File: src/rtl/pts_tx_ctrl_if.sv
// rtl/pts_tx_ctrl_if.sv - upstream word handshake and shift-register strobe bundle for pts_tx_ctrl.
// frame_count exists only when PTS_TX_FRAME_CNT_EN is defined.
interface pts_tx_ctrl_if #(
  parameter int NUM_BITS = 8
);
  logic                in_valid;
  logic [NUM_BITS-1:0] in_data;
  logic                in_ready;
  logic                sr_load_enable;
  logic                sr_shift_enable;
  logic [NUM_BITS-1:0] sr_parallel_in;
  logic                busy;
  logic                frame_done;
`ifdef PTS_TX_FRAME_CNT_EN
  logic [15:0]         frame_count;
`endif

  modport master (
    output in_valid, in_data,
    input  in_ready, sr_load_enable, sr_shift_enable, sr_parallel_in, busy, frame_done
`ifdef PTS_TX_FRAME_CNT_EN
    , input frame_count
`endif
  );

  modport slave (
    input  in_valid, in_data,
    output in_ready, sr_load_enable, sr_shift_enable, sr_parallel_in, busy, frame_done
`ifdef PTS_TX_FRAME_CNT_EN
    , output frame_count
`endif
  );
endinterface

File: src/rtl/pts_tx_ctrl.sv
// rtl/pts_tx_ctrl.sv - parallel-to-serial transmit controller (IDLE/LOAD/SEND/DONE), MSB first.
// Optional frame counter output enabled by defining PTS_TX_FRAME_CNT_EN.
module pts_tx_ctrl #(
  parameter int NUM_BITS     = 8,
  parameter int CLKS_PER_BIT = 4
) (
  input  logic          clk,
  input  logic          rst,
  pts_tx_ctrl_if.slave  bus
);
  localparam int CLK_W = (CLKS_PER_BIT > 1) ? $clog2(CLKS_PER_BIT) : 1;
  localparam int BIT_W = $clog2(NUM_BITS);
  localparam logic [CLK_W-1:0] CLK_TC   = CLK_W'(CLKS_PER_BIT - 1);
  localparam logic [BIT_W-1:0] BIT_LAST = BIT_W'(NUM_BITS - 1);

  localparam logic [1:0] S_IDLE = 2'd0;
  localparam logic [1:0] S_LOAD = 2'd1;
  localparam logic [1:0] S_SEND = 2'd2;
  localparam logic [1:0] S_DONE = 2'd3;

  logic [1:0]          r_state;
  logic [CLK_W-1:0]    r_clk_cnt;
  logic [BIT_W-1:0]    r_bit_cnt;
  logic [NUM_BITS-1:0] r_word;

  logic w_idle;
  logic w_clk_tc;
  logic w_bit_last;

  assign w_idle     = (r_state == S_IDLE);
  assign w_clk_tc   = (r_clk_cnt == CLK_TC);
  assign w_bit_last = (r_bit_cnt == BIT_LAST);

  always_ff @(posedge clk or posedge rst) begin
    if (rst) begin
      r_state   <= S_IDLE;
      r_clk_cnt <= '0;
      r_bit_cnt <= '0;
      r_word    <= '0;
    end else begin
      case (r_state)
        S_IDLE: begin
          if (bus.in_valid) begin
            r_word  <= bus.in_data;
            r_state <= S_LOAD;
          end
        end
        S_LOAD: begin
          r_clk_cnt <= '0;
          r_bit_cnt <= '0;
          r_state   <= S_SEND;
        end
        S_SEND: begin
          if (w_clk_tc) begin
            r_clk_cnt <= '0;
            // The last bit period ends the frame instead of shifting again.
            if (w_bit_last) begin
              r_state <= S_DONE;
            end else begin
              r_bit_cnt <= r_bit_cnt + 1'b1;
            end
          end else begin
            r_clk_cnt <= r_clk_cnt + 1'b1;
          end
        end
        S_DONE: begin
          r_state <= S_IDLE;
        end
        default: begin
          r_state <= S_IDLE;
        end
      endcase
    end
  end

  assign bus.in_ready        = w_idle & ~rst;
  assign bus.sr_load_enable  = (r_state == S_LOAD);
  assign bus.sr_shift_enable = (r_state == S_SEND) & w_clk_tc & ~w_bit_last;
  assign bus.sr_parallel_in  = r_word;
  assign bus.busy            = ~w_idle;
  assign bus.frame_done      = (r_state == S_DONE);

`ifdef PTS_TX_FRAME_CNT_EN
  logic [15:0] r_frame_count;

  always_ff @(posedge clk or posedge rst) begin
    if (rst) begin
      r_frame_count <= '0;
    end else if (r_state == S_DONE) begin
      r_frame_count <= r_frame_count + 16'd1;
    end
  end

  assign bus.frame_count = r_frame_count;
`endif
endmodule

File: src/flat_wrapper.sv
// flat-port wrapper written by rule: the top's interface ports become plain ports
module pts_tx_ctrl_flat 
#(
  parameter int NUM_BITS     = 8,
  parameter int CLKS_PER_BIT = 4
)
  (clk, rst, bus_in_valid, bus_in_data, bus_in_ready, bus_sr_load_enable, bus_sr_shift_enable, bus_sr_parallel_in, bus_busy, bus_frame_done);
  pts_tx_ctrl_if #(.NUM_BITS(NUM_BITS)) bus_i ();
  input  logic clk;
  input  logic rst;
  input wire logic [$bits(bus_i.in_valid)-1:0] bus_in_valid;
  input wire logic [$bits(bus_i.in_data)-1:0] bus_in_data;
  output wire logic [$bits(bus_i.in_ready)-1:0] bus_in_ready;
  output wire logic [$bits(bus_i.sr_load_enable)-1:0] bus_sr_load_enable;
  output wire logic [$bits(bus_i.sr_shift_enable)-1:0] bus_sr_shift_enable;
  output wire logic [$bits(bus_i.sr_parallel_in)-1:0] bus_sr_parallel_in;
  output wire logic [$bits(bus_i.busy)-1:0] bus_busy;
  output wire logic [$bits(bus_i.frame_done)-1:0] bus_frame_done;
  assign bus_i.in_valid = bus_in_valid;
  assign bus_i.in_data = bus_in_data;
  assign bus_in_ready = bus_i.in_ready;
  assign bus_sr_load_enable = bus_i.sr_load_enable;
  assign bus_sr_shift_enable = bus_i.sr_shift_enable;
  assign bus_sr_parallel_in = bus_i.sr_parallel_in;
  assign bus_busy = bus_i.busy;
  assign bus_frame_done = bus_i.frame_done;
  pts_tx_ctrl #(.NUM_BITS(NUM_BITS), .CLKS_PER_BIT(CLKS_PER_BIT)) u_core (.clk(clk), .rst(rst), .bus(bus_i));
endmodule
File: config.mk
export PLATFORM = sky130hd
export DESIGN_NAME = pts_tx_ctrl_flat
export DESIGN_NICKNAME = d
export VERILOG_FILES = /design/src/rtl/pts_tx_ctrl_if.sv /design/src/rtl/pts_tx_ctrl.sv /design/src/flat_wrapper.sv
export SDC_FILE = /design/constraint.sdc
export NUM_CORES = 1
export LEC_CHECK = 0
export CAP_MARGIN = 20
export CORE_MARGIN = 2
export CORE_UTILIZATION = 35
export DETAILED_ROUTE_END_ITERATION = 10
export DONT_BUFFER_PORTS = 1
export GPL_TIMING_DRIVEN = 1
export PLACE_DENSITY = 0.56
export SLEW_MARGIN = 40
export SYNTH_ARGS = -nofsm -noshare
export SYNTH_HDL_FRONTEND = slang
export SYNTH_SLANG_ARGS = --single-unit
export TNS_END_PERCENT = 10
File: constraint.sdc
create_clock -name clk -period 2 [get_ports clk]
set_input_delay 0.2 -clock clk [delete_from_list [all_inputs] [get_ports clk]]
set_output_delay 0.2 -clock clk [all_outputs]
set_load 0.02 [all_outputs]
==> results.txt <==
- Run status: complete, no violations
- Dividing the synthesized area by the synthesized cell count gives 12.37 µm².
- Vias in the first global route: 452
* Wire length reported by the detailed router: 1.219 mm
* Normalized max-slew margin: 62.37%
- Cell Area, Synth: 754.5 µm²
- At the later pin of the worst-skew pair, clock insertion delay measures 0.29 ns.
- The worst setup path is captured at a primary output.
- The die is 50.43 µm wide.
- Synthesis instantiated 14 different standard cells from the library.
- At the worst endpoint, the required time is 1.80 ns.
- Detailed-route via count: 448
* Clock transition at path regs: 0.09 ns
- Setup violations remaining at the end of the flow were counted as 0.
- Entering global routing, the biggest net connects 16 pins.
- Syn nets: 81
* Element type at the critical path start: flop
- The worst register-to-register path begins at u_core.r_state[1].
- Max-cap violations in this run came to 0.
- The initial antenna violation count was 0.
- Destination of the critical timing path: bus_in_ready
- IR analysis of the VDD net gives a maximum drop of 0.6120 mV.
* H-tree lvl count: 1
- Post-synthesis register bit count: 15
- Via count normalized by instance count: 4.817
- Critical path data arrival time: 1.56 ns
- In the final routed layout, each cell accounts on average for 13.11 µm.
- The tightest min-delay check is of the in -> reg type.
- Area overhead of the layout relative to synthesis: 9.453%
* Synth top area share: 49.75%
- Effective utilization at floorplan: 37.69%
- First-pass iteration count of the detailed router: 4
- Core area: 2002 µm²
* Synthesized instance count: 61
* Number of warning messages in the yosys log: 0
- The critical path starts at u_core.r_state[1].
- Worst hold slack across all endpoints: 0.03742 ns
- The worst register-to-register path has a depth of 5.
- Power Dens Cells: 1678 nW/µm²
- GRT Residual Overflow: 0
- Pin placement for this block handled 24 I/O pins.
- CTS Buf Count: 3
* RR Endpoint: u_core.r_bit_cnt[0]
- Portion of the clock cycle consumed by the worst path in the final layout: 87.79%
- Number of buffers added on ports: 0
- Seq. cell area: 375.4 µm²
- Register share of total power: 45.9%
- Portion of the post-synthesis area used by sequential elements: 49.75%
- Net switching is 43.94% of the power.
* Clock root buffer master: sky130_fd_sc_hd__clkbuf_4
- Worst reg-to-reg setup slack: 0.27 ns
- Counting I/O delays and the setup requirement, the final critical path takes 1.756 ns.
* Library cell with the largest summed area after synthesis: sky130_fd_sc_hd__dfrtp_1
- Setup TNS: 0 ns
* Post-DP HPWL: 925.8 µm
- Across all setup checks in the final design, the least slack found is 0.2441 ns.
- Antenna cells: 0
- Int Power: 776.7 µW
- Along the worst path, the maximum fanout reaches 4.
- In this run the power spent charging and discharging nets is 608.9 µW.
- Signal routing reaches up to met4.
- Antenna-violating nets left: 0
- The clock passes through at most 2 buffers.
- The detailed router put a total of 495 µm of wire on met1.
- After filler insertion, the fill cell instance count of the layout stands at 187.
- Global routing used 10.90% of the available tracks across all layers.
* Die area: 2543 µm²
* Vertical die dimension: 50.43 µm
- The count of final hold-check violations is 0.
- For this run, design rule violations remaining after detail routing come to 0.
* End-of-flow core utilization: 41.25%
* Max-slew violations: 0
- Last weighted congestion value of the routability-driven placer: 0.6776
- For the final database, setup skew stands at 0.001312 ns.
- Quantity of gates resized following cts: 0
- Combinational fraction of design power: 41.2%
- Number of DRC markers after the initial detailed-route iteration: 8
- Setup repair after global routing missed its margin: no
- First-pass GRT wire length: 1.994 mm
- By area the synthesized netlist is led by sky130_fd_sc_hd__dfrtp_1 (50%), sky130_fd_sc_hd__ha_1 (15%), sky130_fd_sc_hd__mux2_1 (12%).
* Critical path start-end classification: reg -> out
* Setup Slack @ Placement: 0.2822 ns
- Total length of routed met3 wires: 93 µm
- The clock drives 15 sinks.
* Clk pwr share: 12.9%
- For this design the static power due to leakage is 0.4142 nW.
- Fraction of layout instances using a drive strength above 1: 10.61%
- CTS tree: done
- Area of the multi-input gates: 337.8 µm²
* Maximum clock rate: 0.5695 GHz
- At the end of the flow, the number of nets in the layout was 87.
- Standard-cell rows: 16
- In the detailed route, the total length drawn on met2 is 603 µm.
- Worst Tran Pin Value: 0.5639 ns
-- routing by layer --
metal	up-vias	global-route usage (%)
met5	-	0
met4	0	6.757
met3	2	3.571
met2	24	17.98
met1	209	12.05
li1	213	-
-- state kept, by name, summed over array words and instances, names as in the netlist --
| register | flops |
|---|---|
| u_core.r_clk_cnt | 2 |
| u_core.r_bit_cnt | 3 |
| u_core.r_state | 2 |
| u_core.bus.sr_parallel_in | 8 |
-- power groups by stage --
| stage | Clock [mW] | Combinational [mW] | Sequential (mW) |
|---|---|---|---|
| floorplan | 0 | 0.492 | 0.622 |
| global placement | 0 | 0.570 | 0.641 |
| detailed placement | 0 | 0.581 | 0.643 |
| CTS | 0.187 | 0.581 | 0.638 |
| global route | 0.202 | 0.643 | 0.655 |
| finish | 0.179 | 0.571 | 0.636 |
-- stage by stage --
step | cell area, µm² | cells | total power, mW
finish | 825.8 | 93 | 1.386
global route | 825.8 | 93 | 1.500
CTS | 825.8 | 93 | 1.406
detailed placement | 788.3 | 88 | 1.224
global placement | 788.3 | 88 | 1.210
floorplan | 754.5 | 61 | 1.115
-- worst min path at each step --
stage / cells after the start / from / endpoint
floorplan: 1 / rst / u_core.bus.sr_parallel_in[0]
global placement: 1 / rst / u_core.bus.sr_parallel_in[6]
detailed placement: 1 / rst / u_core.bus.sr_parallel_in[1]
CTS: 1 / bus_in_data[0] / u_core.bus.sr_parallel_in[0]
global route: 1 / bus_in_data[1] / u_core.bus.sr_parallel_in[1]
finish: 1 / bus_in_data[3] / u_core.bus.sr_parallel_in[3]
-- kinds of logic after synthesis --
kind of cell               count (synthesis)  share of synthesized area (%)
DFF                                       15                          49.75
muxes                                     14                          20.56
buffers and inverters                     11                          5.473
adders and majority gates                  9                          14.93
and+or+nand+nor                            9                          5.805
AOI/OAI and AO/OA                          3                          3.482
-- Yosys cell counts, drive strengths merged --
master / instances
mux2i: 5
nor2b: 1
a221o: 1
dfrtp: 15
a222oi: 1
and3: 1
nand3: 2
inv: 11
o21ai: 1
mux2: 9
nor2: 2
nand2: 3
ha: 9
-- area by class of cell --
type	instances	area share (%)
clock buffers	3	2.727
flip-flops and latches	15	45.45
multi-input cells	35	40.91
repair buffers	1	1.212
well taps	27	4.091
clock inverters	1	0.6061
inverters	11	5.000
-- cell usage in the layout (no fill, tap or decap) --
| master | n |
|---|---|
| sky130_fd_sc_hd__a221o_2 | 1 |
| sky130_fd_sc_hd__a222oi_1 | 1 |
| sky130_fd_sc_hd__and3_1 | 1 |
| sky130_fd_sc_hd__clkbuf_4 | 3 |
| sky130_fd_sc_hd__clkinv_2 | 1 |
| sky130_fd_sc_hd__dfrtp_1 | 15 |
| sky130_fd_sc_hd__dlygate4sd3_1 | 1 |
| sky130_fd_sc_hd__ha_1 | 9 |
| sky130_fd_sc_hd__inv_1 | 11 |
| sky130_fd_sc_hd__mux2_1 | 8 |
| sky130_fd_sc_hd__mux2_4 | 1 |
| sky130_fd_sc_hd__mux2i_1 | 5 |
| sky130_fd_sc_hd__nand2_1 | 3 |
| sky130_fd_sc_hd__nand3_1 | 2 |
| sky130_fd_sc_hd__nor2_1 | 2 |
| sky130_fd_sc_hd__nor2b_2 | 1 |
| sky130_fd_sc_hd__o21ai_1 | 1 |
-- what timing repair did --
action / in CTS / in global routing
hold buffers: 1 / 0
hold endpoints to repair: 15 / 0
setup buffers: 0 / 0
-- critical path, cell delays in order (launching register included) --
cell and delay [ns]:
sky130_fd_sc_hd__dfrtp_1 0.43, sky130_fd_sc_hd__inv_1 0.14, sky130_fd_sc_hd__ha_1 0.21, sky130_fd_sc_hd__inv_1 0.14
sky130_fd_sc_hd__nor2_1 0.34
(Power assumes the default switching activity.)
